### src/rtl/seq_detect_ctrl.sv
// seq_detect_ctrl
//   Sequences an external 2-bit (x,y) Moore sequence detector. A packed word
//   of NUM_SYM symbol pairs is accepted on a valid/ready handshake and fed one
//   pair per clock. The detector's z output is sampled one cycle later and
//   tallied into per-word hit counts: pattern A (z=10) and pattern B (z=11).
//   The index of the symbol that completes the first hit is also captured.
//   The detector is held in reset between words, so each word is scored
//   independently.
//
//   Ports
//     clk, rst        clock, synchronous active-high reset
//     in_valid/ready  word handshake (ready only while idle)
//     sym_word        symbol k at [2k+1:2k], x = bit 2k+1, y = bit 2k
//     det_rst/x/y     detector drive (det_rst is combinational)
//     det_z           detector Moore output for the previous symbol
//     busy, done      word in progress / one-cycle results-valid pulse
//     hit_a, hit_b    saturating hit counts for the last word
//     first_hit_vld   at least one hit in the word
//     first_hit_idx   symbol index completing the first hit
//
//   Optional build macro SEQ_DETECT_CTRL_ABORT_EN adds:
//     abort   (in)  drop the current word while feeding or draining
//     aborted (out) one-cycle pulse when a word was dropped

module seq_detect_ctrl #(
  parameter  int NUM_SYM = 8,
  parameter  int CNT_W   = 4,
  localparam int IDX_W   = $clog2(NUM_SYM)
) (
  input  logic                 clk,
  input  logic                 rst,
`ifdef SEQ_DETECT_CTRL_ABORT_EN
  input  logic                 abort,
  output logic                 aborted,
`endif
  input  logic                 in_valid,
  output logic                 in_ready,
  input  logic [2*NUM_SYM-1:0] sym_word,
  output logic                 det_rst,
  output logic                 det_x,
  output logic                 det_y,
  input  logic [1:0]           det_z,
  output logic                 busy,
  output logic                 done,
  output logic [CNT_W-1:0]     hit_a,
  output logic [CNT_W-1:0]     hit_b,
  output logic                 first_hit_vld,
  output logic [IDX_W-1:0]     first_hit_idx
);

  typedef enum logic [1:0] {S_IDLE, S_FEED, S_DRAIN, S_DONE} state_t;

  state_t                      r_state;
  logic [NUM_SYM-1:0][1:0]     r_word;
  logic [IDX_W-1:0]            r_idx;
  logic                        r_sv;     // det_z this cycle belongs to r_sidx
  logic [IDX_W-1:0]            r_sidx;
  logic [CNT_W-1:0]            r_hit_a;
  logic [CNT_W-1:0]            r_hit_b;
  logic                        r_fvld;
  logic [IDX_W-1:0]            r_fidx;
  logic                        r_in_ready;
  logic                        r_busy;
  logic                        r_done;
  logic                        r_aborted;

  logic                        w_feed;
  logic                        w_abort;
  logic [1:0]                  w_sym;
  logic                        w_hit_a;
  logic                        w_hit_b;

  assign w_feed = (r_state == S_FEED);

`ifdef SEQ_DETECT_CTRL_ABORT_EN
  // Abort only matters while a word is in flight; idle/done ignore it.
  assign w_abort = abort && (r_state == S_FEED || r_state == S_DRAIN);
  assign aborted = r_aborted;
`else
  assign w_abort = 1'b0;
`endif

  assign w_sym   = r_word[r_idx];
  assign w_hit_a = r_sv && (det_z == 2'b10);
  assign w_hit_b = r_sv && (det_z == 2'b11);

  // Detector is reset whenever it is not being fed, so symbol 0 always
  // meets a freshly initialised detector.
  assign det_rst = rst || !w_feed || w_abort;
  assign det_x   = w_feed ? w_sym[1] : 1'b0;
  assign det_y   = w_feed ? w_sym[0] : 1'b0;

  assign in_ready      = r_in_ready;
  assign busy          = r_busy;
  assign done          = r_done;
  assign hit_a         = r_hit_a;
  assign hit_b         = r_hit_b;
  assign first_hit_vld = r_fvld;
  assign first_hit_idx = r_fidx;

  always_ff @(posedge clk) begin
    if (rst) begin
      r_state    <= S_IDLE;
      r_word     <= '0;
      r_idx      <= '0;
      r_sv       <= 1'b0;
      r_sidx     <= '0;
      r_hit_a    <= '0;
      r_hit_b    <= '0;
      r_fvld     <= 1'b0;
      r_fidx     <= '0;
      r_in_ready <= 1'b1;
      r_busy     <= 1'b0;
      r_done     <= 1'b0;
      r_aborted  <= 1'b0;
    end else begin
      r_done    <= 1'b0;
      r_aborted <= 1'b0;
      r_sv      <= 1'b0;

      // Tally the sample for the symbol fed last cycle (saturating).
      if (w_hit_a && r_hit_a != '1) r_hit_a <= r_hit_a + 1'b1;
      if (w_hit_b && r_hit_b != '1) r_hit_b <= r_hit_b + 1'b1;
      if ((w_hit_a || w_hit_b) && !r_fvld) begin
        r_fvld <= 1'b1;
        r_fidx <= r_sidx;
      end

      case (r_state)
        S_IDLE: begin
          if (in_valid) begin
            r_word     <= sym_word;
            r_idx      <= '0;
            r_hit_a    <= '0;
            r_hit_b    <= '0;
            r_fvld     <= 1'b0;
            r_fidx     <= '0;
            r_in_ready <= 1'b0;
            r_busy     <= 1'b1;
            r_state    <= S_FEED;
          end
        end
        S_FEED: begin
          if (w_abort) begin
            r_in_ready <= 1'b1;
            r_busy     <= 1'b0;
            r_aborted  <= 1'b1;
            r_state    <= S_IDLE;
          end else begin
            r_sv   <= 1'b1;
            r_sidx <= r_idx;
            if (r_idx == IDX_W'(NUM_SYM - 1)) r_state <= S_DRAIN;
            else                              r_idx   <= r_idx + 1'b1;
          end
        end
        S_DRAIN: begin
          if (w_abort) begin
            r_in_ready <= 1'b1;
            r_busy     <= 1'b0;
            r_aborted  <= 1'b1;
            r_state    <= S_IDLE;
          end else begin
            r_done  <= 1'b1;
            r_state <= S_DONE;
          end
        end
        default: begin
          r_in_ready <= 1'b1;
          r_busy     <= 1'b0;
          r_state    <= S_IDLE;
        end
      endcase
    end
  end

endmodule

### config.mk
export PLATFORM = sky130hd
export DESIGN_NAME = seq_detect_ctrl
export DESIGN_NICKNAME = d
export VERILOG_FILES = /design/src/rtl/seq_detect_ctrl.sv
export SDC_FILE = /design/constraint.sdc
export NUM_CORES = 1
export LEC_CHECK = 0
export CORE_MARGIN = 1
export CORE_UTILIZATION = 45
export CTS_BUF_LIST = sky130_fd_sc_hd__clkbuf_8
export CTS_CLUSTER_SIZE = 24
export DETAILED_ROUTE_END_ITERATION = 8
export PLACE_DENSITY = 0.74
export SYNTH_ARGS = -nofsm -noshare
export SYNTH_HDL_FRONTEND = slang
export SYNTH_SLANG_ARGS = --single-unit
### constraint.sdc
create_clock -name clk -period 1.6 [get_ports clk]
set_input_delay 0.24 -clock clk [delete_from_list [all_inputs] [get_ports clk]]
set_output_delay 0.24 -clock clk [all_outputs]
set_load 0.02 [all_outputs]
==> Yosys cells after proc, flatten, opt, wreduce, memory -nomap -nowiden <==
Cells that the tools add are included.
{ "totals": {"reg_bits": 40, "in_bits": 21, "out_inout_bits": 18, "word_cells": 78} }
{ "op_classes": {"addsub": 3, "magnitude_cmp": 1, "eq_ne": 10, "n_mux": 28, "bitwise_logic": 1, "n_reduce_logical": 16} }
{ "ops": {"columns": ["cell", "n"], "rows": [
  ["4-bit two-way mux", 6],
  ["3-bit two-way mux", 5],
  ["1-bit two-way mux", 9],
  ["4-bit by 1-bit adder with 4-bit output (second input constant)", 2],
  ["4-bit != test (second input constant)", 2],
  ["2-bit binary-select mux with 3-bit select", 1],
  ["2-bit equality test (second input constant)", 3],
  ["2-bit two-way mux", 3],
  ["2-bit one-hot mux with 3 select lines", 1],
  ["3-bit one-hot mux with 2 select lines", 1],
  ["2-bit AND reduction", 3],
  ["1-bit logical AND", 5],
  ["3-bit by 4-bit less-than comparator with 1-bit output (second input constant)", 1],
  ["2-bit != test (second input constant)", 2],
  ["1-bit one-hot mux with 2 select lines", 2],
  ["3-bit by 1-bit adder with 3-bit output (second input constant)", 1],
  ["3-bit equality test (second input constant)", 1],
  ["3-bit AND reduction", 1],
  ["2-bit by 1-bit equality test with 1-bit output (second input constant)", 1],
  ["1-bit zero test", 2],
  ["2-bit zero test", 1],
  ["1-bit logical OR", 2],
  ["2-bit by 1-bit != test with 1-bit output (second input constant)", 1],
  ["2-bit nonzero test", 1],
  ["2 further kinds", 2]
]} }

==> Longest topological paths before layout <==
{ "logic_depth": {"ltp_word": 7, "mapped_depth": 7, "mapped_depth_nobuf": 5} }

==> Least setup slack after synthesis <==
Ideal clock, no wire load.
{ "synth_path": {"path_type": "register to register", "start": "register r_state[0]", "end": "register r_state[0]", "setup_ps": 70, "arrival_time_ps": 1423, "required_time_ps": 1530, "path_slack_ps": 106, "stages_incl_launch_ff": 6, "n_path_buf": 0, "synth_period_minus_slack_ps": 1494, "path_cell_list": "dfxtp_1 inv_1 ha_1 nor2b_4 or4_1 a21oi_1"} }
{ "synth_via": {"elab_chain_cells": 3, "elab_cells_between_ends": 7, "classes_between": "4 x eq/ne; 1 x mux; 2 x reduce/logical"} }
{ "synth_lines": {"columns": ["item", "line_no", "text"], "rows": [
  ["start: declaration", "53", "state_t r_state;"],
  ["start signal: assignment", "103", "r_state <= S_IDLE;"],
  ["start signal: assignment", "140", "r_state <= S_FEED;"],
  ["start signal: assignment", "148", "r_state <= S_IDLE;"],
  ["2-bit by 1-bit equality test with 1-bit output or 2-bit zero test (tied branches)", "129", "case (r_state)"],
  ["2-bit by 1-bit != test with 1-bit output (no line) or 2-bit != test (tied branches)", null, null],
  ["2-bit AND reduction (no line)", null, null]
]} }
Parallel ways exist; a longest one is shown, timed or not.
A chain may end at the register's enable or synchronous reset.

==> Worst setup path after layout <==
{ "layout_path": {"start": "register r_idx[0]", "end": "output port det_y"} }
{ "layout_via": {"elab_chain_cells": 3} }
{ "layout_lines": {"columns": ["item", "line_no", "text"], "rows": [
  ["start: declaration", "55", "logic [IDX_W-1:0] r_idx;"],
  ["start signal: assignment", "153", "else r_idx <= r_idx + 1'b1;"],
  ["2-bit binary-select mux with 3-bit select", "83", "assign w_sym = r_word[r_idx];"],
  ["2-bit two-way mux (implied by the code)", "83", null],
  ["1-bit two-way mux", "91", "assign det_y = w_feed ? w_sym[0] : 1'b0;"],
  ["end: declaration", "41", "output logic det_y,"]
]} }
Every way passes these cells. The select of a mux whose other input is x is not followed.

==> results.md <==
- Seq. cell area: 807 um^2
- First-pass GRT wire length: 5.93 mm
- Final setup margin: -0.181 ns
- Initial Util: 47.6%
- Final hold vios: 0
- Drt first pass iters: 4
- Unrepaired setup endpoints after global routing: yes
- Post-synth top cells: dfxtp_1, nand2_1, a21oi_1
- Die H: 64.7 um
- Delay of the slowest cell on the worst path: 0.50 ns
- Vias/cell: 5.09
- NetSw: 0.986 mW
- Yosys warns: 0
- DP Wirelength: 2.50 mm
- Placer congestion estimate: 0.849
- Fin util: 67.0%
- Seq pwr share: 40.1%
- Count leader, synth: dfxtp_1
- Yosys top cell by area: dfxtp_1
- Dpl cell area: 2320 um^2
- Number of vias in the routed layout: 1528
- Setup TNS: -0.410 ns
- ANT nets after route: 0
- H-tree lvl count: 2
- Worst hold path class: register to register
- Initial antenna violation count: 0
- Crit path kind: register to output pin
- Synth area leaders: dfxtp_1, a21oi_1, nand2_1, ha_1, mux4_2
- Worst skew pair latency: 0.29 ns
- Remaining Overflow, GRT: 0
- Post-synth EDFFs: 0
- Area of the multi-input gates: 957 um^2
- DRC violations left: 0
- Combinational power share: 38.6%
- Synth cell types: 32
- Worst slew margin: 80.3%
- Tmin final: 1.78 ns
- Total GRT Usage: 18.5%
- Vias in the first global route: 1428
- Fin nets: 280
- TritonCTS Buffers: 5
- CORE AREA: 3720 um^2
- Avg WL per Cell: 12.0 um
- Post-synthesis sequential area ratio: 45.3%
- Power Dens Cells: 1240 nW/um^2
- Status: finished with violations
- MaxCap Viol Count: 0
- Clock Tree Root: clkbuf_8
- Die area: 4180 um^2
- Part of the cycle the worst path needs: 111%
- TritonCTS clock tree: done
- Crit path DAT: 1.54 ns
- Post-Synthesis Cells: 196
- Routed WL: 3.60 mm
- Design area: 2490 um^2
- Synthesized area per cell: 9.02 um^2
- Row cnt: 22
- Area growth from synthesis to final layout: 40.8%
- Layout Skew: 0.00331 ns
- Clock Pin Slew Worst Setup and Hold Paths: 0.07 ns
- Fill cells: 316
- CP Capture Type: output pin
- Leak: 0.988 nW
- Crit path launch type: register
- Worst VDD drop: 0.000821 V
- Final slew viol count: 0
- Mapped Area: 1770 um^2
- Port bufs: 38
- Boundary Pins: 39
- Critical path fanouts, max: 5
- Main flop type after synthesis: dfxtp_1
- Crit-path slowest cell: mux4_2
- Ys async rst share: 0%
- DRT iter0 DRCs: 45
- Power Internal: 2.09 mW
- Cts hold-fix bufs: 0
- Data required, critical path: 1.36 ns
- Maximum clock rate: 562 MHz
- Number of diodes: 0
- FF+latch count, synth: 40
- CP cell instances: mux4_2 > mux2i_1 > nor2_1 > buf_2
- Top-area cell type share of the netlist area: 45.3%
- Share of post-route cells with drive strength above 1: 21.4%
- Clock sinks: 40
- Switching share of power: 32.0%
- Slew @ Worst Pin: 0.294 ns
- Maximum root-to-sink buffer count: 2
- Failing checks: setup timing
- Clk pwr share: 21.3%
- # setup viols final: 3
- Largest net degree at the start of global routing: 28
- Die X: 64.7 um
- Syn nets: 225
-- worst max-delay path: cells and delay by family (launching register included) --
family                 cells  cell delay (ns)
muxes                      2             0.64
and+or+nand+nor            1             0.06
DFF                        1             0.39
buffers and inverters      1             0.15
-- registers in the layout, indices dropped and copies added (netlist names), 2 cells and up --
register	count
r_word	16
hit_a	4
hit_b	4
first_hit_idx	3
r_idx	3
r_sidx	3
r_state	2
-- power groups by stage --
stage	logic (mW)	registers, mW	clock network [mW]
after floorplan	0.617	1.27	0
after global placement	1.06	1.25	0
after detailed placement	1.08	1.25	0
after CTS	1.09	1.23	0.679
after global routing	1.29	1.25	0.736
final	1.19	1.23	0.655
-- final cells by class --
class / count / area share (%)
Multi-Input combinational cell: 139 / 38.4
Sequential cell: 40 / 32.4
Timing Repair Buffer: 57 / 21.9
Clock buffer: 6 / 3.32
Tap cell: 48 / 2.41
Inverter: 8 / 1.21
Clock inverter: 2 / 0.302
-- cell families (layout without fill, tap and decap cells) --
group	after synthesis	in the layout	share of synthesized area [%]
adder cells (fa/ha/maj)	8	8	5.66
AND/OR/NAND/NOR	75	75	21.4
multiplexers	12	12	9.63
buffers and inverters	17	73	4.32
flip-flops	40	40	45.3
AO/OA/AOI/OAI	44	44	13.7
-- per-layer routing --
metal / GRT usage, % / vias up / wire length [um]
li1: - / 786 / -
met1: 21.6 / 700 / 1650
met2: 31.3 / 36 / 1760
met3: 5.46 / 6 / 130
met4: 8.33 / 0 / 57
met5: 0 / - / 0
-- final timing paths --
check	slack, ns	endpoint	start	cells past startpoint
min	0.45	busy	busy	2
max	-0.18	det_y	r_idx[0]	4
min reg2reg	0.45	busy	busy	2
max reg2reg	-0.06	r_idx[0]	r_idx[0]	6
-- through the flow --
stage,instances,hold slack [ns],setup WS [ns],power (mW)
2_1_floorplan,196,0.376,0.106,1.88
3_3_place_gp,291,0.434,-0.360,2.31
3_5_place_dp,291,0.440,-0.388,2.33
4_1_cts,299,0.450,-0.189,3.00
5_1_grt,300,0.481,-0.280,3.28
6_report,300,0.449,-0.181,3.08
-- layout by cell type (no fill, tap or decap), types with 3 or more instances in the layout --
cell type / count
a21oi_1: 27
buf_2: 3
buf_4: 15
clkbuf_8: 6
clkdlybuf4s50_1: 33
dfxtp_1: 37
ha_1: 4
inv_1: 9
mux2i_1: 8
mux4_2: 4
nand2_1: 34
nand3_1: 3
nand4_1: 3
nor2_1: 11
o21ai_0: 6
o31ai_1: 3
-- what timing repair did --
item,CTS,global route
buffers inserted,0,1
pin swaps,1,5
gates resized for setup,17,19
setup endpoints to repair,8,10
(Power assumes the default switching activity.)
==> edit 1: new RTL, same settings <==
The option `SEQ_DETECT_CTRL_ABORT_EN` is turned on by a define.
--- a/src/rtl/seq_detect_ctrl.sv
+++ b/src/rtl/seq_detect_ctrl.sv
@@ -23,2 +23,4 @@
 //     aborted (out) one-cycle pulse when a word was dropped
+
+`define SEQ_DETECT_CTRL_ABORT_EN
 
Ports: changed (added abort and aborted); port bits go from 39 to 41. No check against the original RTL was run, so the function may have changed too.
==> edit 1 against the original RTL <==
Synthesized cell count grew 5.6%. Worst hold slack gained 6.4 ps. Via count grew 5.5%. Wire length grew 8.7%. Cell area grew 4.4%. Synthesized area grew 1.9%. Sequential cell count grew 1. Worst setup slack gained 12 ps. Critical path type unchanged. Non-clock buffer count grew 6. Critical path depth is the same. The flow still finishes with violations (setup timing). Power grew 12%.
==> edit 1: results (changes against the original RTL) <==
reg2reg setup slack - 70 ps (+130 ps)
r2r startpoint - r_state[1]
worst reg2reg path depth - 8 (+2)
setup_tns - -346.6 ps (+63.38 ps)
hold path endpoint - in_ready
clock power share - 24.2% (+2.9 points)
PortBufs - 40 (+5.3%)
layout cells sized above 1 - 21.27% (-0.16 points)
synth cell count leaders - nand2_1 (46), dfxtp_1 (41), a21oi_1 (28), nor2_1 (15), ha_1 (8)
Final #Nets - 297 (+6.1%)
synthesized area per cell - 8.704 um2 (-3.5%)
sequential area share after synthesis - 45.56% (+0.26 points)
Crit. Startpoint - r_idx[1]
Non-CTS buffers - 63 (+11%)
Setup Viol. Count Final - 3 (unchanged)
multi-input combinational area share - 37.05% (-1.4 points)
Seq/total area - 31.91% (-0.51 points)
Cells on Worst Hold Path - 1 (-1)
Placed Area - 2397 um2 (+3.2%)
Critical R2R Capture - r_state[0]
placed wire-length estimate - 2867 um (+15%)
Inst Count DP - 306 (+5.2%)
first-pass GRT wire length - 6989 um (+18%)
drt wl/cell - 12.37 um (+3.2%)
nonclk inv count - 6 (-2)
Hold Slack - 455.5 ps (+6.447 ps)
#MultiIn Comb - 150 (+7.9%)
worst setup margin - -168.8 ps (+11.72 ps)
number of DRC markers in iteration 0 - 46 (+2.2%)
P_sw - 1.098 mW (+11%)
GP Congestion - 0.7427 (-12%)
violated checks - setup timing
outcome - complete, but fails checks
Final Skew - 3.190 ps (-0.1193 ps)
Place WS - -361.5 ps (+26.54 ps)
Post-Syn Nets - 237 (+5.3%)
clock-cell share of area - 4.475% (+0.86 points)
signal buffers share of area - 23.39% (+1.5 points)
largest net degree at the start of global routing - 29 (+3.6%)
hold wc startpoint - in_ready
Total Power - 3.459 mW (+12%)
Worst VDD drop - 0.9440 mV (+15%)
Leak - 1.106 nW (+12%)
vias per cell - 5.101 (+0.16%)
ranking of synthesized cells by area - dfxtp_1 (46%), nand2_1 (9.6%), a21oi_1 (7.8%), ha_1 (5.6%), mux4_2 (5.0%)
CP endpoint - det_x
Multi-input gate area - 963.4 um2 (+0.65%)
## edit 1: cell count changes after synthesis, sizes merged, moves of 3 or more
cell    before  now
clkbuf       4    8
mux2i        8    4
o31ai        5    0
or3          5    1
buf          5    2
nand2       34   47
nand3        3    7
nor2        12   16
## edit 1: kinds of logic after synthesis
family / after synthesis / share of synthesized area (%)
and+or+nand+nor: 84 / 20.70
DFF: 41 / 45.56
muxes: 8 / 7.223
buffers and inverters: 16 / 3.888
xor gates and xnor gates: 4 / 1.945
adders and majority gates: 8 / 5.556
AOI/OAI and AO/OA: 46 / 15.14
## edit 1: per-layer routing
metal	vias to the layer above	GRT usage [%]	part of all wire (%)
met1	735	25.71	43
met2	43	37.11	51
met3	5	3.125	4.2
met5	-	0	0
met4	0	10.60	1.6
li1	829	-	-
## edit 1: repair_timing
item | CTS | global route
pin swaps | 2 | 1
setup endpoints to repair | 8 | 12
gates resized for setup | 29 | 11
setup buffers | 0 | 2
==> edit 2: new RTL, config.mk and constraints unchanged <==
Without the edit above. The 4 states of `state_t` get a Gray code encoding in 2 bits.
--- a/src/rtl/seq_detect_ctrl.sv
+++ b/src/rtl/seq_detect_ctrl.sv
@@ -50,3 +50,3 @@
 
-  typedef enum logic [1:0] {S_IDLE, S_FEED, S_DRAIN, S_DONE} state_t;
+  typedef enum logic [1:0] {S_IDLE = 2'b00, S_FEED = 2'b01, S_DRAIN = 2'b11, S_DONE = 2'b10} state_t;
 
Function: no difference found for any inputs over 10 cycles, from zero or initial values and one cycle with rst high; not proved beyond that.
==> edit 2 against the original RTL <==
The run still ends with setup timing left. Non-clock buffer count shrank 6. Cell count down 6.3%. Cell area decreased by 7.8%. Wire length is 2.8% lower. Fmax decreased by 1.4%. Worst setup slack worse by 25 ps. Core utilization down 0.81 points. Clock skew rose by 1.6 ps. Synthesized area decreased by 4.3%. Sequential cell count is the same. Critical path type unchanged. Critical endpoint is now det_x. Largest cell class unchanged.
Power is not compared: it rests on default switching activity, and its combinational part moved more than twofold at a synthesized area within 25%.
==> edit 2: results (changes against the original RTL) <==
outcome - complete, but fails checks
violated checks - setup timing
Setup Viol. Count Final - 2 (-1)
Final Skew - 4.876 ps (+1.567 ps)
number of DRC markers in iteration 0 - 35 (-22%)
mux contribution to synthesized area - 10.06% (+0.43 points)
worst setup margin - -205.5 ps (-24.94 ps)
synth cell count leaders - dfxtp_1 (40), nand2_1 (36), a21oi_1 (28), nor2_1 (11), mux2i_1 (8)
distinct cell type count after synthesis - 29 (-9.4%)
sequential area share after synthesis - 47.34% (+2.0 points)
Synth Area in Adders - 2.959% (-2.7 points)
Synth Area in Compound Gates - 11.98% (-1.7 points)
Worst VDD drop - 0.6059 mV
ranking of synthesized cells by area - dfxtp_1 (47%), a21oi_1 (8.3%), nand2_1 (8.0%), mux4_2 (5.3%), mux2i_1 (4.7%)
GP Congestion - 0.7367 (-13%)
first-pass GRT wire length - 6003 um (+1.3%)
Worst Tran Pin Value - 266.9 ps (-27.01 ps)
final-layout fill cell count - 297 (-6.0%)
Placed Area - 2178 um2 (-6.2%)
final WL - 3496 um (-2.8%)
layout cells sized above 1 - 15.74% (-5.7 points)
vias - 1455 (-4.8%)
crit path DAT - 1570 ps (+30 ps)
largest net degree at the start of global routing - 27 (-3.6%)
Post-Syn Nets - 211 (-6.2%)
Final #Nets - 259 (-7.5%)
## edit 2: cells by family after synthesis
| family | count (synthesis) |
|---|---|
| DFF | 40 |
| adders and majority gates | 4 |
| buffers and inverters | 16 |
| and+or+nand+nor | 76 |
| muxes | 12 |
| AOI/OAI and AO/OA | 38 |
## edit 2: path summary, 6_finish.rpt
check	startpoint	end	slack [ps]
max	r_idx[1]	det_x	-210
min reg2reg	r_word[2]	r_word[2]	460
min	r_word[2]	r_word[2]	460
max reg2reg	r_idx[1]	r_idx[1]	70
## edit 2: final cells by class
type	count	area (um2)	area share, %
inverters	6	22.52	0.9809
repair buffers	51	504.2	21.96
clock buffers	6	82.58	3.597
multi-input cells	130	809.5	35.26
clock inverters	2	15.01	0.6540
flip-flops and latches	40	804.5	35.04
well taps	46	57.56	2.507
## edit 2: worst reg2reg max path, stage by stage (launching register included)
cell and delay [ps]:
dfxtp_4 380, buf_4 140, ha_1 180, ha_2 170, or3b_4 380, nand3_1 100
a21oi_1 70
## edit 2: power by group
group          switching [mW]  leakage (nW)  internal, mW  total, mW
clock                   0.354        0.0434         0.349      0.702
sequential             0.0255         0.327          1.03       1.06
combinational           0.106         0.587         0.133      0.238
total                   0.485         0.957          1.51       2.00
## edit 2: stage by stage
step / setup TNS (ps) / worst slack (ps) / hold WS [ps] / instances
2_1_floorplan: 0 / 127.7 / 376.0 / 186
3_3_place_gp: -1020 / -377.4 / 441.6 / 273
3_5_place_dp: -1195 / -424.8 / 450.8 / 273
4_1_cts: -422.4 / -224.3 / 461.7 / 281
5_1_grt: -564.8 / -300.2 / 485.0 / 281
6_report: -375.8 / -205.5 / 458.3 / 281
## edit 2: per-layer routing
| metal | wire length, um | global-route usage [%] | part of all wire [%] | up-vias |
|---|---|---|---|---|
| li1 | - | - | - | 738 |
| met1 | 1433 | 19.25 | 41 | 662 |
| met2 | 1788 | 34.68 | 51 | 43 |
| met3 | 189 | 5.797 | 5.4 | 12 |
| met4 | 85 | 10.51 | 2.4 | 0 |
| met5 | 0 | 0 | 0 | - |
## edit 2: repair_timing
item	in CTS	in global routing
gates resized for setup	13	8
pin swaps	0	1
endpoints found under the setup margin	6	10
